--- src/rtl/seq_fsm_param.sv ---
// Start/complete handshake FSM with a WAIT timeout, a minimum DONE hold
// and a saturating count of completed transactions.
module seq_fsm_param #(
    parameter int TO_CYCLES   = 16,
    parameter int HOLD_CYCLES = 2,
    parameter int CNT_W       = 8
) (
    input  logic             clk,
    input  logic             reset_n,
    input  logic             en,
    input  logic             sig1,
    input  logic             sig2,
    input  logic             sig3,
    input  logic             clr_cnt,
    output logic             q_sig4,
    output logic             tout_o,
    output logic [1:0]       state_o,
    output logic [CNT_W-1:0] done_cnt
);

    localparam int TW = $clog2(TO_CYCLES + 1);
    localparam int HW = $clog2(HOLD_CYCLES + 1);

    localparam logic [TW-1:0]    TMAX = TW'(TO_CYCLES - 1);
    localparam logic [HW-1:0]    HMIN = HW'(HOLD_CYCLES - 1);
    localparam logic [CNT_W-1:0] CMAX = {CNT_W{1'b1}};

    typedef enum logic [1:0] {
        IDLE = 2'b00,
        WAIT = 2'b01,
        DONE = 2'b10,
        TOUT = 2'b11
    } state_t;

    state_t           state_q, state_d;
    logic [TW-1:0]    timer_q, timer_d;
    logic [HW-1:0]    hold_q, hold_d;
    logic [CNT_W-1:0] cnt_q, cnt_d;
    logic             q_sig4_q, q_sig4_d;
    logic             tout_q, tout_d;
    logic             done_hit;

    always_comb begin
        state_d  = state_q;
        done_hit = 1'b0;
        case (state_q)
            IDLE: begin
                if (sig1 || sig2) state_d = WAIT;
            end
            WAIT: begin
                // Completion is tested first so it wins over a timeout.
                if (sig2 && sig3)         state_d = DONE;
                else if (timer_q == TMAX) state_d = TOUT;
            end
            DONE: begin
                if (sig3 && (hold_q >= HMIN)) begin
                    state_d  = IDLE;
                    done_hit = 1'b1;
                end
            end
            TOUT: state_d = IDLE;
            default: state_d = IDLE;
        endcase

        if (!en) begin
            state_d  = IDLE;
            done_hit = 1'b0;
        end

        timer_d = '0;
        if (state_q == WAIT && state_d == WAIT) timer_d = timer_q + TW'(1);

        // Hold count stops at its threshold so a long DONE cannot wrap it.
        hold_d = '0;
        if (state_q == DONE && state_d == DONE) begin
            hold_d = (hold_q >= HMIN) ? hold_q : hold_q + HW'(1);
        end

        cnt_d = cnt_q;
        if (clr_cnt)                        cnt_d = '0;
        else if (done_hit && cnt_q != CMAX) cnt_d = cnt_q + CNT_W'(1);

        q_sig4_d = (state_d == DONE);
        tout_d   = (state_d == TOUT);
    end

    always_ff @(posedge clk or negedge reset_n) begin
        if (!reset_n) begin
            state_q <= IDLE;
            timer_q <= '0;
            hold_q  <= '0;
            cnt_q   <= '0;
        end else begin
            state_q <= state_d;
            timer_q <= timer_d;
            hold_q  <= hold_d;
            cnt_q   <= cnt_d;
        end
    end

    always_ff @(posedge clk or negedge reset_n) begin
        if (!reset_n) begin
            q_sig4_q <= 1'b0;
            tout_q   <= 1'b0;
        end else begin
            q_sig4_q <= q_sig4_d;
            tout_q   <= tout_d;
        end
    end

    assign state_o  = state_q;
    assign q_sig4   = q_sig4_q;
    assign tout_o   = tout_q;
    assign done_cnt = cnt_q;

endmodule

--- config.mk ---
export PLATFORM = sky130hd
export DESIGN_NAME = seq_fsm_param
export DESIGN_NICKNAME = d
export VERILOG_FILES = /design/src/rtl/seq_fsm_param.sv
export SDC_FILE = /design/constraint.sdc
export NUM_CORES = 1
export LEC_CHECK = 0
export CORE_MARGIN = 2
export CORE_UTILIZATION = 49
export DETAILED_ROUTE_END_ITERATION = 16
export GPL_TIMING_DRIVEN = 0
export HOLD_SLACK_MARGIN = 0.03
export PLACE_DENSITY = 0.77
export SLEW_MARGIN = 15
export SYNTH_ARGS = -nofsm -noshare
export SYNTH_HDL_FRONTEND = slang
export SYNTH_SLANG_ARGS = --single-unit
--- constraint.sdc ---
create_clock -name clk -period 2 [get_ports clk]
set_input_delay 0.4 -clock clk [delete_from_list [all_inputs] [get_ports clk]]
set_output_delay 0.4 -clock clk [all_outputs]
set_load 0.01 [all_outputs]
== After elaboration in Yosys (flattened, before gate mapping) ==
Index checks and enable logic that the tools add are counted.
Storage, ports and cells
  word-level logic and storage cells: 41
  output and inout port bits: 12
  bits in registers: 19
  input port bits: 7
Operators by class
  magnitude comparators: 1
  multiplexer cells: 14
  add/subtract/negate cells: 3
  equality and inequality tests: 9
  reductions and logical operators: 8
Operators with widths (count)
  $mux 8: 2
  $mux 2: 7
  $add 8x1->8 const B: 1
  $eq 2x2->1 const B: 4
  $ne 8x8->1 const B: 1
  $pmux 2 s4: 1
  $add 5x1->5 const B: 1
  $eq 5x4->1 const B: 1
  $logic_and 1x1->1: 5
  $mux 5: 1
  $eq 2x1->1 const B: 2
  $mux 1: 3
  $add 2x1->2 const B: 1
  $ge 2x1->1 const B: 1
  $logic_not 2->1: 1
  $ne 2x2->1 const B: 1
  $reduce_bool 2->1: 1
  $logic_or 1x1->1: 1

== Longest topological paths before layout ==
Gate-level depths: netlist (run 1).
  word-level depth: 8
  depth in mapped cells: 7
  depth with buffers taken out: 7

== Worst setup path after synthesis (run 1) ==
No wires, ideal clock.
  path type: flip-flop to flip-flop
  start: register cnt_q[0] (netlist: done_cnt[0])
  end: register cnt_q[4] (netlist: done_cnt[4])
  period minus slack after synthesis: 1.612 ns
  path buffers: 1
  setup slack: 0.388 ns
  arrival time: 1.535 ns
  cell stages (with the launch flop): 7
  data required time: 1.922 ns
  library setup time: 0.078 ns
  cell sequence: dfrtp_1 -> ha_1 -> nand3_1 -> o2111ai_2 -> buf_6 -> or3_1 -> a21oi_1
Between the ends
  word-level cells in the longest chain between the ends: 3
  elaborated cells on any way between the ends: 6
RTL lines
  start: declaration: RTL line 38  | logic [CNT_W-1:0] cnt_q, cnt_d;
  start signal: assignment: RTL line 97  | cnt_q <= cnt_d;
  $add 8x1->8 / $ne 8x8->1 (equally long branches): RTL line 81  | else if (done_hit && cnt_q != CMAX) cnt_d = cnt_q + CNT_W'(1);
  $mux 8 / $logic_and 1x1->1 (equally long branches): RTL line 81
  $mux 8 / $reduce_bool 2->1 (equally long branches)
Parallel ways exist; a longest one is shown, timed or not. The select of a mux whose other input is x is not followed.
A chain may end at the register's enable or synchronous reset.

== Worst setup path after layout (run 1) ==
  start: register state_q[0] (netlist: state_o[0])
  end: output port state_o[0]
RTL lines
  start: declaration: RTL line 35  | state_t state_q, state_d;
  start signal: assignment: RTL line 94  | state_q <= state_d;
  end: declaration: RTL line 17  | output logic [1:0] state_o,
No word-level cell between the ends.

==> results of run 1 <==
==> through the flow <==
stage               cells  hold slack [ns]  utilization [%]
finish                134            0.471             65.7
global route          134            0.494             65.7
CTS                   134            0.478             65.7
detailed placement    130            0.462             64.2
global placement      130            0.455             64.2
floorplan              88            0.104                -
==> flip-flops by register name (all words and copies together) (netlist names) <==
name	flops
done_cnt	8
hold_q	2
q_sig4	1
state_o	2
timer_q	5
tout_o	1
==> power groups by stage <==
stage / sequential, mW / clock, mW / combinational [mW]
floorplan: 0.404 / 0 / 0.0198
global placement: 0.403 / 0 / 0.0524
detailed placement: 0.403 / 0 / 0.0532
CTS: 0.396 / 0.199 / 0.0535
global route: 0.397 / 0.212 / 0.0588
finish: 0.396 / 0.199 / 0.0525
==> synth_stat cells <==
library cell,count,area [µm²]
dfrtp_1,19,475
nor2_1,9,33.8
a21oi_1,7,35.0
nand3_1,6,30.0
inv_1,5,18.8
ha_1,4,50.1
o21ai_0,3,15.0
o31ai_1,3,22.5
or4_1,3,22.5
and2_1,2,12.5
and2b_1,2,15.0
and3_1,2,12.5
mux2i_1,2,20.0
nand2_1,2,7.51
nand4_1,2,12.5
or3_1,2,12.5
xnor2_1,2,17.5
xor2_1,2,17.5
a311oi_1,1,8.76
buf_6,1,11.3
clkdlybuf4s25_2,1,10.0
nand2b_1,1,6.26
nor2b_2,1,8.76
nor2b_4,1,13.8
nor3_1,1,5.00
o2111ai_2,1,15.0
o22ai_1,1,6.26
or2b_1,1,7.51
or3_2,1,7.51
==> worst register-to-register path: cells and delay by family (launching register included) <==
| kind | cells | cell delay, ns |
|---|---|---|
| compound gates | 2 | 0.33 |
| fa+ha+maj | 1 | 0.25 |
| buf+inv | 2 | 0.24 |
| flops | 1 | 0.38 |
| simple gates | 2 | 0.50 |
==> kinds of logic after synthesis <==
kind of cell | after synthesis | share of synthesized area [%]
AND/OR/NAND/NOR | 36 | 22.3
flip-flops | 19 | 51.1
AO/OA/AOI/OAI | 16 | 11.0
buffers and inverters | 7 | 4.30
XOR/XNOR | 4 | 3.76
adder cells (fa/ha/maj) | 4 | 5.38
multiplexers | 2 | 2.15
==> cell type report <==
class | count | area share [%]
sequential | 19 | 41.0
multi-input combinational | 62 | 35.8
timing repair buffer | 17 | 14.7
tap | 25 | 2.70
clock buffer | 3 | 1.94
buffer | 2 | 1.83
inverter | 5 | 1.62
clock inverter | 1 | 0.432
==> cells in the final DEF (no fill, tap or decap), drive strengths merged, types with 2 or more instances in the layout <==
master	count
dfrtp	19
clkdlybuf4s50	17
nor2	9
a21oi	7
nand3	6
inv	5
ha	4
o31ai	3
or4	3
o21ai	3
clkbuf	3
or3	3
and3	2
and2	2
and2b	2
nand4	2
xor2	2
xnor2	2
nand2	2
mux2i	2
nor2b	2
==> layer usage <==
metal / GRT usage, % / routed length [µm]
met1: 24.3 / 780
met2: 31.9 / 868
met3: 2.26 / 63
met4: 4.86 / 6
met5: 0 / 0
==> worst paths after layout <==
check / from / endpoint / slack (ns) / cells after the start
min in group asynchronous: reset_n / hold_q[0] / 0.58 / 1
worst min register to register: timer_q[0] / timer_q[0] / 0.47 / 1
worst max-delay path: state_o[0] / state_o[0] / 0.20 / 1
worst max register to register: hold_q[0] / done_cnt[4] / 0.22 / 7
max in group asynchronous: reset_n / timer_q[3] / 0.90 / 1
worst min-delay path: timer_q[0] / timer_q[0] / 0.47 / 1
==> impl_metrics.ini, run 1 <==
[pwr]
power_leakage_nw = 0.490
power_frac_comb_pct = 8.1
relative_contribution_of_sequential_cells_to_total_power_pct = 61.2
design_power_total_mw = 0.647
power_per_cell_area_nw_per_um2 = 558
power_switching_mw = 0.157
power_report.internal_total_mw = 0.490
proportion_of_total_power_due_to_net_switching_pct = 24.3
peakVddDrop_uv = 415
power.clock.fraction_pct = 30.7

[critical_path]
cpLargestDelayFamily = buffers and inverters
start_kind = flip-flop
timing.critical_path.arrival_ns = 1.40
worst-endpoint-required_ns = 1.60
critPathSlowestCell = clkdlybuf4s50_1
cpPeakStageDelay_ns = 0.60
path_class = flip-flop to primary output
crit_fanout = 7
path_buf_inv = 1
worst_setup_end_kind = primary output
cp_cell_sequence = clkdlybuf4s50_1

[global_route]
grtUsageTotal_pct = 18.4
remaining_overflow_grt = 0
antenna_found_initial = 0
grt_pass1_vias = 680
grt_max_degree = 20
grt_first_pass_wirelength_mm = 2.95

[drt]
avgRoutedWirePerCell_um = 12.8
finalWirelength_mm = 1.72
antenna_violating_nets_post_route = 0
drtPass1Iterations = 4
drt_iter0_markers = 13
via_count = 721
vias_per_cell = 5.38
post-route-drc-count = 0

[worst_hold_path]
hold_path.class = flip-flop to flip-flop

[floorplan]
die_area_um2 = 2260
die_height_um = 47.6
chipWidth_um = 47.6
start_util_pct = 52.8
placement_rows = 15
boundaryPins = 19
fp.coreArea_um2 = 1760

[sta]
setup_viol_count_final = 0
worst_slew_pin_slew_ns = 0.850
fmaxAchievable_mhz = 556
layout_min_cycle_time_ns = 1.80
rsz0062_at_grt = no
fin_crit_sh_pct = 90.0
worst_slack_ns = 0.201
finalHoldViolCount = 0
final_max_slew_viol_count = 0
max_slew_margin_pct = 43.2
finalSetupTns_ns = 0
final.setup_skew_ns = 0.00193

[clock_tree]
post_cts_clock_slew_at_the_launch_and_capture_registers_of_the_worst_setup_and_hold_paths_ns = 0.12
cts_tree = yes
clock_insertion_delay_worst_skew_ns = 0.29
h_tree_depth = 1
clock_tree.root_cell = clkbuf_4
post_cts_hold_buffer_count = 0
post_cts_resize_count = 0
sinks_on_clock_net = 19
postCtsSetupBuffers = 0
cts-buffers-inserted = 3
cts_max_path_buffers = 2

[yosys]
sequential_to_total_area_share_from_yosys_stat_pct = 51.1
postSynthAreaPerCell_um2 = 10.6
postSynthCellCount = 88
postSynthRegisterBits = 19
mappedNetlistNets = 99
synth.cell_area_um2 = 931
post_synth_num_cell_types = 29
synth.yosys.warnings = 0

[finish]
total_area_of_multi_input_combinational_cells_um2 = 415
insertedDiodeCount = 0
area_growth_pct = 24.6
sequential_cell_area_um2 = 475
design.final.nets = 121
postLayoutCellArea_um2 = 1160
final_layout_size_suffix_gt1_share_pct = 9.17
fill_cells = 165

[place]
post-place-ws_ns = -0.0453
gp_congestion = 0.811
dpl_cell_area_um2 = 1130
detailed_place_hpwl_mm = 1.28
portBuffers = 17

[flow_run]
number_of_max_cap_violations = 0

[outcome]
status = completed
Note: power is estimated with default switching activity, not from simulation.
==> run 2: changes to the inputs <==
Settings changed: TNS_END_PERCENT set to 50.
==> results of run 2 <==
Final layout, timing and power as in run 1 (identical DEF).
==> run 3: changes to the inputs <==
Settings changed: CELL_PAD_IN_SITES_DETAIL_PLACEMENT set to 1, CELL_PAD_IN_SITES_GLOBAL_PLACEMENT set to 2, CORE_UTILIZATION 49 to 31, PLACE_DENSITY 0.77 to unset, PLACE_DENSITY_LB_ADDON set to 0.1.
==> run 3 against run 2 <==
Effect of this change:
- worst hold slack improved by 0.0015 ns
- sequential share of layout area fell by 0.22 points
- the run now ends with design-rule violations left
- critical path type unchanged
- setup slack improved by 0.0058 ns
- cell count grew 4.5%
- core utilization fell by 24 points
- global-route usage decreased by 4.6 points
- sequential cell count unchanged
- clock power decreased by 2%
- register-to-register slack about the same
==> impl_metrics.ini, run 3 (synthesis results as in run 1) <==
[finish]
postLayoutCellArea_um2 = 1170
design.final.nets = 121
layout_common_cells = dfrtp_1 (19), clkdlybuf4s50_1 (17), nor2_1 (9)
insertedDiodeCount = 0
layout.cells.most_common = dfrtp_1
final_cell_count_no_fill = 140
largest_register_ffs = 8
final_layout_size_suffix_gt1_share_pct = 8.26
area_growth_pct = 25.3

[floorplan]
boundaryPins = 19
start_util_pct = 33.2
die_height_um = 58.8
die_area_um2 = 3460
fp.coreArea_um2 = 2810
chipWidth_um = 58.8
placement_rows = 19

[global_route]
grt_max_degree = 20
grtUsageTotal_pct = 13.7
antenna_found_initial = 0
grt_pass1_vias = 805
grt_first_pass_wirelength_mm = 3.56
remaining_overflow_grt = 0

[clock_tree]
post_cts_clock_slew_at_the_launch_and_capture_registers_of_the_worst_setup_and_hold_paths_ns = 0.11
h_tree_depth = 1
post_cts_resize_count = 0
post_cts_hold_buffer_count = 0
cts-buffers-inserted = 3
clock_tree.root_cell = clkbuf_4
sinks_on_clock_net = 19
clock_insertion_delay_worst_skew_ns = 0.29
cts_tree = yes
postCtsSetupBuffers = 0
cts_max_path_buffers = 2

[critical_path]
worst_setup_end_kind = primary output
worst-endpoint-required_ns = 1.60
cp_cell_sequence = clkdlybuf4s50_1
critPathSlowestCell = clkdlybuf4s50_1
timing.critical_path.arrival_ns = 1.39
cpLargestDelayFamily = buffers and inverters
cpPeakStageDelay_ns = 0.60
path_buf_inv = 1
path_class = flip-flop to primary output
setup.reg_to_reg.worst_slack_ns = 0.23
crit_fanout = 7
start_kind = flip-flop

[sta]
fmaxAchievable_mhz = 558
rsz0062_at_grt = no
fin_crit_sh_pct = 89.7
final.setup_skew_ns = 0.00182
max_slew_margin_pct = 39.6
finalHoldViolCount = 0
worst_slew_pin_slew_ns = 0.903
final_max_slew_viol_count = 0
hold_ws_ns = 0.472
layout_min_cycle_time_ns = 1.79
setup_viol_count_final = 0
finalSetupTns_ns = 0

[drt]
drtPass1Iterations = 9
drt_iter0_markers = 21
finalWirelength_mm = 2.05
avgRoutedWirePerCell_um = 14.7
via_count = 733
post-route-drc-count = 3
vias_per_cell = 5.24
antenna_violating_nets_post_route = 0

[place]
detailed_place_hpwl_mm = 1.47
gp_congestion = 0.684
numPlacedInstances = 136
portBuffers = 17
dpl_cell_area_um2 = 1140

[outcome]
violations = design-rule violations
status = finished, violations left

[worst_hold_path]
hold_path.class = flip-flop to flip-flop

[pwr]
peakVddDrop_uv = 218
power_leakage_nw = 0.488
power_per_cell_area_nw_per_um2 = 554

[flow_run]
number_of_max_cap_violations = 0
[run 3: changes by cell type in the layout (fill, tap and decap cells not counted)]
cell	delta
clkinv_2	-1
clkbuf_1	+1
[run 3: layout make-up]
type	count	area (µm²)
Multi-Input combinational cell	62	415
Inverter	5	18.8
Fill cell	326	1640
Tap cell	31	38.8
Sequential cell	19	475
Clock buffer	4	26.3
Buffer	2	21.3
Timing Repair Buffer	17	170
[run 3: stage by stage]
stage | power, mW | util [%] | worst slack (ns)
4_1_cts | 0.663 | 41.6 | 0.188
2_1_floorplan | 0.424 | - | 0.388
6_report | 0.646 | 41.6 | 0.206
3_5_place_dp | 0.459 | 40.6 | -0.0862
3_3_place_gp | 0.458 | 40.6 | -0.0491
5_1_grt | 0.682 | 41.6 | 0.0558
[run 3: worst paths after layout]
path,to,cells past startpoint,startpoint
max reg2reg,done_cnt[4],7,hold_q[0]
min in group asynchronous,done_cnt[4],1,reset_n
max in group asynchronous,timer_q[4],1,reset_n
min,timer_q[0],1,timer_q[0]
max,state_o[0],1,state_o[0]
min reg2reg,timer_q[0],1,timer_q[0]
[run 3: where the power goes]
part / leakage [nW] / total, mW / internal, mW / switching [mW]
sequential: 0.263 / 0.396 / 0.389 / 0.00693
clock: 0.0150 / 0.195 / 0.0776 / 0.118
combinational: 0.210 / 0.0542 / 0.0265 / 0.0278
total: 0.488 / 0.646 / 0.493 / 0.152
[run 3: layer usage]
metal	GRT usage, %	vias up	wire, µm
met3	2.42	2	86
li1	-	354	-
met5	0	-	0
met1	16.9	360	980
met2	23.5	17	970
met4	5.84	0	12
